===== config.mk =====
export PLATFORM = sky130hd
export DESIGN_NAME = onewire_master
export DESIGN_NICKNAME = d
export VERILOG_FILES = /design/src/rtl/onewire_master.sv
export SDC_FILE = /design/constraint.sdc
export NUM_CORES = 1
export LEC_CHECK = 0
export BUFFER_PORTS_ARGS = -buffer_cell sky130_fd_sc_hd__buf_4
export CORE_MARGIN = 10
export CORE_UTILIZATION = 45
export CTS_BUF_LIST = sky130_fd_sc_hd__clkbuf_4 sky130_fd_sc_hd__clkbuf_8
export DETAILED_ROUTE_END_ITERATION = 8
export GPL_TIMING_DRIVEN = 1
export SLEW_MARGIN = 30
export SYNTH_ARGS = -nofsm -noshare
export SYNTH_HDL_FRONTEND = slang
export SYNTH_SLANG_ARGS = --single-unit

===== constraint.sdc =====
create_clock -name i_clk -period 3.9 [get_ports i_clk]
set_input_delay 0.195 -clock i_clk [delete_from_list [all_inputs] [get_ports i_clk]]
set_output_delay 0.195 -clock i_clk [all_outputs]
set_load 0.01 [all_outputs]

===== src/rtl/onewire_master.sv =====
// rtl/onewire_master.sv - 1-Wire bus master: reset/presence, write byte, read byte over a us-tick slot engine
// Optional Dallas CRC-8 accumulator on o_crc when ONEWIRE_CRC_EN is defined.
module onewire_master #(
    parameter int US_DIV      = 12,
    parameter int SYNC_STAGES = 2
) (
    input  logic       i_clk,
    input  logic       i_rst,
    input  logic [1:0] i_cmd,
    input  logic [7:0] i_wdata,
    input  logic       i_cmd_valid,
    output logic       o_busy,
    output logic       o_done,
    output logic [7:0] o_rdata,
    output logic       o_presence,
    output logic [7:0] o_crc,
    input  logic       i_owr,
    output logic       o_owr
);

    localparam int PW = (US_DIV > 1) ? $clog2(US_DIV) : 1;

    localparam logic [2:0] S_IDLE      = 3'd0;
    localparam logic [2:0] S_RST_LOW   = 3'd1;
    localparam logic [2:0] S_RST_WAIT  = 3'd2;
    localparam logic [2:0] S_RST_REC   = 3'd3;
    localparam logic [2:0] S_SLOT_LOW  = 3'd4;
    localparam logic [2:0] S_SLOT_HOLD = 3'd5;
    localparam logic [2:0] S_SLOT_REC  = 3'd6;
    localparam logic [2:0] S_DONE      = 3'd7;

    localparam logic [1:0] CMD_RST = 2'b01;
    localparam logic [1:0] CMD_WR  = 2'b10;
    localparam logic [1:0] CMD_RD  = 2'b11;

    logic [2:0]             state;
    logic [PW-1:0]          presc;
    logic [8:0]             us_cnt;
    logic [8:0]             phase_len;
    logic [1:0]             cmd;
    logic [7:0]             shreg;
    logic [2:0]             bit_idx;
    logic [SYNC_STAGES-1:0] sync;
    logic                   bus_s;
    logic                   tick;
    logic                   phase_end;
    logic                   accept;
    logic                   wr_zero;
    logic                   sample_rd;

    assign bus_s     = sync[SYNC_STAGES-1];
    assign tick      = (presc == PW'(US_DIV - 1));
    assign phase_end = tick && (us_cnt == phase_len - 9'd1);
    assign accept    = (state == S_IDLE) && i_cmd_valid && !o_busy && (i_cmd != 2'b00);
    assign wr_zero   = (cmd == CMD_WR) && !shreg[0];
    // Read slots sample at the end of the 9th microsecond of the hold phase
    assign sample_rd = (state == S_SLOT_HOLD) && (cmd == CMD_RD) && tick && (us_cnt == 9'd8);

    always_comb begin
        phase_len = 9'd1;
        case (state)
            S_RST_LOW:   phase_len = 9'd480;
            S_RST_WAIT:  phase_len = 9'd70;
            S_RST_REC:   phase_len = 9'd410;
            S_SLOT_LOW:  phase_len = wr_zero ? 9'd60 : 9'd6;
            S_SLOT_HOLD: phase_len = 9'd54;
            S_SLOT_REC:  phase_len = 9'd10;
            default:     phase_len = 9'd1;
        endcase
    end

`ifdef ONEWIRE_CRC_EN
    logic [7:0] crc;
    logic       crc_en;
    logic       crc_bit;
    logic       crc_clr;

    function automatic logic [7:0] crc_step(input logic [7:0] c, input logic b);
        logic [7:0] n;
        n = c >> 1;
        if (c[0] ^ b) n = n ^ 8'h8C;
        return n;
    endfunction

    assign crc_clr = accept && (i_cmd == CMD_RST);
    assign crc_en  = sample_rd || ((state == S_SLOT_REC) && (cmd == CMD_WR) && phase_end);
    assign crc_bit = (cmd == CMD_RD) ? bus_s : shreg[0];

    always_ff @(posedge i_clk or posedge i_rst) begin
        if (i_rst)        crc <= 8'h00;
        else if (crc_clr) crc <= 8'h00;
        else if (crc_en)  crc <= crc_step(crc, crc_bit);
    end

    assign o_crc = crc;
`else
    assign o_crc = 8'h00;
`endif

    always_ff @(posedge i_clk or posedge i_rst) begin
        if (i_rst) begin
            state      <= S_IDLE;
            presc      <= '0;
            us_cnt     <= 9'd0;
            cmd        <= 2'b00;
            shreg      <= 8'h00;
            bit_idx    <= 3'd0;
            sync       <= '1;
            o_owr      <= 1'b0;
            o_busy     <= 1'b0;
            o_done     <= 1'b0;
            o_rdata    <= 8'h00;
            o_presence <= 1'b0;
        end else begin
            sync   <= {sync[SYNC_STAGES-2:0], i_owr};
            o_done <= 1'b0;
            case (state)
                S_IDLE: begin
                    if (accept) begin
                        cmd     <= i_cmd;
                        shreg   <= i_wdata;
                        bit_idx <= 3'd0;
                        presc   <= '0;
                        us_cnt  <= 9'd0;
                        o_busy  <= 1'b1;
                        o_owr   <= 1'b1;
                        state   <= (i_cmd == CMD_RST) ? S_RST_LOW : S_SLOT_LOW;
                    end
                end
                S_DONE: state <= S_IDLE;
                default: begin
                    if (phase_end) begin
                        presc  <= '0;
                        us_cnt <= 9'd0;
                    end else if (tick) begin
                        presc  <= '0;
                        us_cnt <= us_cnt + 9'd1;
                    end else begin
                        presc  <= presc + PW'(1);
                    end
                    if (sample_rd) shreg <= {bus_s, shreg[7:1]};
                    if (phase_end) begin
                        case (state)
                            S_RST_LOW: begin
                                o_owr <= 1'b0;
                                state <= S_RST_WAIT;
                            end
                            S_RST_WAIT: begin
                                o_presence <= ~bus_s;
                                state      <= S_RST_REC;
                            end
                            S_RST_REC: begin
                                o_busy <= 1'b0;
                                o_done <= 1'b1;
                                state  <= S_DONE;
                            end
                            S_SLOT_LOW: begin
                                o_owr <= 1'b0;
                                state <= wr_zero ? S_SLOT_REC : S_SLOT_HOLD;
                            end
                            S_SLOT_HOLD: state <= S_SLOT_REC;
                            S_SLOT_REC: begin
                                if (bit_idx == 3'd7) begin
                                    if (cmd == CMD_RD) o_rdata <= shreg;
                                    o_busy <= 1'b0;
                                    o_done <= 1'b1;
                                    state  <= S_DONE;
                                end else begin
                                    bit_idx <= bit_idx + 3'd1;
                                    if (cmd == CMD_WR) shreg <= shreg >> 1;
                                    o_owr   <= 1'b1;
                                    state   <= S_SLOT_LOW;
                                end
                            end
                            default: state <= S_IDLE;
                        endcase
                    end
                end
            endcase
        end
    end

endmodule


==> out/qor.yml <==
slew_headroom_pct: 49.96
ir_drop_mv: 0.1976
place.gp.congestion: 0.9093
antenna_found_initial: 0
outcome: "finished clean"
synth_seq_area_share_pct: 41.95
fin_crit_ns: 3.269
diodes: 0
hold_class: "in -> async"
dpl.hpwl_um: 4495
synth_top_area_share_pct: 39.90
finalSetupViolations: 0
overflow: 0
rsz0062_at_grt: "no"
start_util_pct: 46.41
cp-start-kind: "flop"
yosysWarnings: 0
post-place-ws_ns: 0.6263
nNetsFinal: 308
cts_buffer_depth: 2
drv_cap: 0
grt_pass1_vias: 2065
hold_slack_ns: 0.01008
track_usage_pct: 14.65
drc: 0
fmax_ghz: 0.3059
numCtsBuffers: 5
fp.coreArea_um2: 5540
fin_ws_ns: 0.6310
arrival_ns: 3.45
drtPass1Iterations: 4
critPathRequiredTime_ns: 4.08
synth_edf_count: 0
end_kind: "flop"
min_period_over_period_pct: 83.82
synth_area_leaders: "dfrtp_1, mux2_2, nand2_1, o211a_1, xor2_1"
die_h_um: 95.59
io_pins: 34
worst_pin_slew_ns: 0.7498
cts-root-buf: "clkbuf_8"
clock-sinks: 43
crit_type: "reg -> reg"
drive_gt1_share_pct: 22.76
vias_per_cell: 5.754
crit_chain: "xor2_1 -> mux2_2 -> a21oi_1 -> o211ai_2 -> or3_4 -> nor4b_4 -> mux2_2"
yosysMostFrequentCell: "dfrtp_1"
fin_cells: 362
avgSynthCellArea_um2: 9.776
ys_types: 60
fin_tns_setup_ns: 0
yosysTopAreaCell: "dfrtp_1"
cp_slowest_cell: "dfrtp_1"
p_leak_uw: 0.001395
cpPeakStageDelay_ns: 0.83
synth_cells: 263
synthesis.area_um2: 2571
die_x_um: 95.59
synth_ff_type: "dfrtp_1"
synth_common_cells: "dfrtp_1, nand2_1, nor2_1"
slew_violations: 0
cpMostUsedCell: "mux2_2"
syn_to_final_growth_pct: 14.11
num_rows: 27
worstPathMaxFanout: 22
num_vias: 2083
portBuffers: 25
ys_ff_latch: 43
power_density_nw_per_um2: 280.4
grt_max_degree: 44
wl_um: 6309
drt_iter0_markers: 168
hold_violations: 0
cts.reportedPaths.clkPinSlew_ns: 0.09
cts_setup_buffers: 0
htreeDepth: 2
cts_resized: 0
finalClockSkew_ns: 0.01060
clock_latency_ns: 0.30
avgRoutedWirePerCell_um: 17.43
grt_pass1_wl_um: 10770
cts_tree: "built"
dieArea_um2: 9137
async_flop_share_pct: 100.0
ant_nets: 0
rrSetupSlack_ns: 0.63
place_inst: 353
-- kinds of logic after synthesis --
| group | after synthesis | share of synthesized area, % |
|---|---|---|
| multiplexers | 11 | 4.720 |
| other | 1 | 0.1458 |
| buffers and inverters | 32 | 6.618 |
| XOR/XNOR | 11 | 3.747 |
| adder cells (fa/ha/maj) | 5 | 2.433 |
| AO/OA/AOI/OAI | 70 | 19.81 |
| AND/OR/NAND/NOR | 90 | 20.58 |
| flip-flops | 43 | 41.95 |
-- layer usage --
metal	track usage [%]	wire length (um)	up-vias
li1	-	-	1018
met1	19.16	2707	976
met2	23.14	2958	79
met3	3.771	523	10
met4	4.545	119	0
met5	0	0	-
-- critical path: cells and delay by family (launching register included) --
kind / cells / cell delay, ns
multiplexers: 2 / 0.74
flip-flops: 1 / 0.83
AND/OR/NAND/NOR: 2 / 1.06
AO/OA/AOI/OAI: 2 / 0.31
XOR/XNOR: 1 / 0.21
-- through the flow --
step                area [um2]  utilization [%]  total power (uW)
floorplan                 2597                -             472.5
global placement          2803            50.59             480.4
detailed placement        2809            50.70             480.2
CTS                       2933            52.94             835.4
global route              2934            52.96             853.7
finish                    2934            52.96             822.8
-- layout by cell type, fill, tap and decap left out, drive strengths merged, types with 4 or more instances in the layout --
cell type / instances
a31oi: 5
o211ai: 4
clkbuf: 6
buf: 33
and3: 5
inv: 8
or4: 8
o21ai: 12
nand2: 19
conb: 8
mux2: 9
xor2: 8
nor2: 18
nand4: 5
a211oi: 4
o22a: 7
nor4b: 4
nand3: 7
ha: 5
o211a: 7
a21oi: 13
dfrtp: 41
nor3: 4
-- path summary, 6_finish.rpt --
| kind | cells past startpoint | endpoint | from |
|---|---|---|---|
| min in group i_clk | 3 | shreg[7] | i_wdata[7] |
| worst min-delay path | 2 | o_done | i_rst |
| worst min register to register | 0 | sync[1] | sync[0] |
| worst max register to register | 7 | o_rdata[7] | state[0] |
| max in group asynchronous | 2 | bit_idx[1] | i_rst |
| worst max-delay path | 7 | o_rdata[7] | state[0] |
-- registers in the layout, indices dropped and copies added (netlist names) --
register	cells
bit_idx	3
cmd	2
o_busy	1
o_done	1
o_owr	1
o_presence	1
o_rdata	8
presc	4
shreg	8
state	3
sync	2
us_cnt	9
-- layout make-up --
cell class / instances / area (um2)
fillers: 523 / 2606
clock inverters: 2 / 37.54
multi-input cells: 195 / 1355
repair buffers: 34 / 257.7
flip-flops and latches: 43 / 1079
inverters: 10 / 38.79
well taps: 72 / 90.09
clock buffers: 6 / 76.32
-- report_power, final --
part           switching [uW]  leakage [uW]  internal [uW]
clock                     153     0.0000548            198
sequential              0.384      0.000553            447
combinational            14.8      0.000787           9.24
-- repair_timing --
action | 4_1_cts | 5_1_grt
endpoints found under the setup margin | 0 | 0
endpoints found under the hold margin | 1 | 0
hold buffers | 1 | 0
Power figures use the tool's default switching activity.
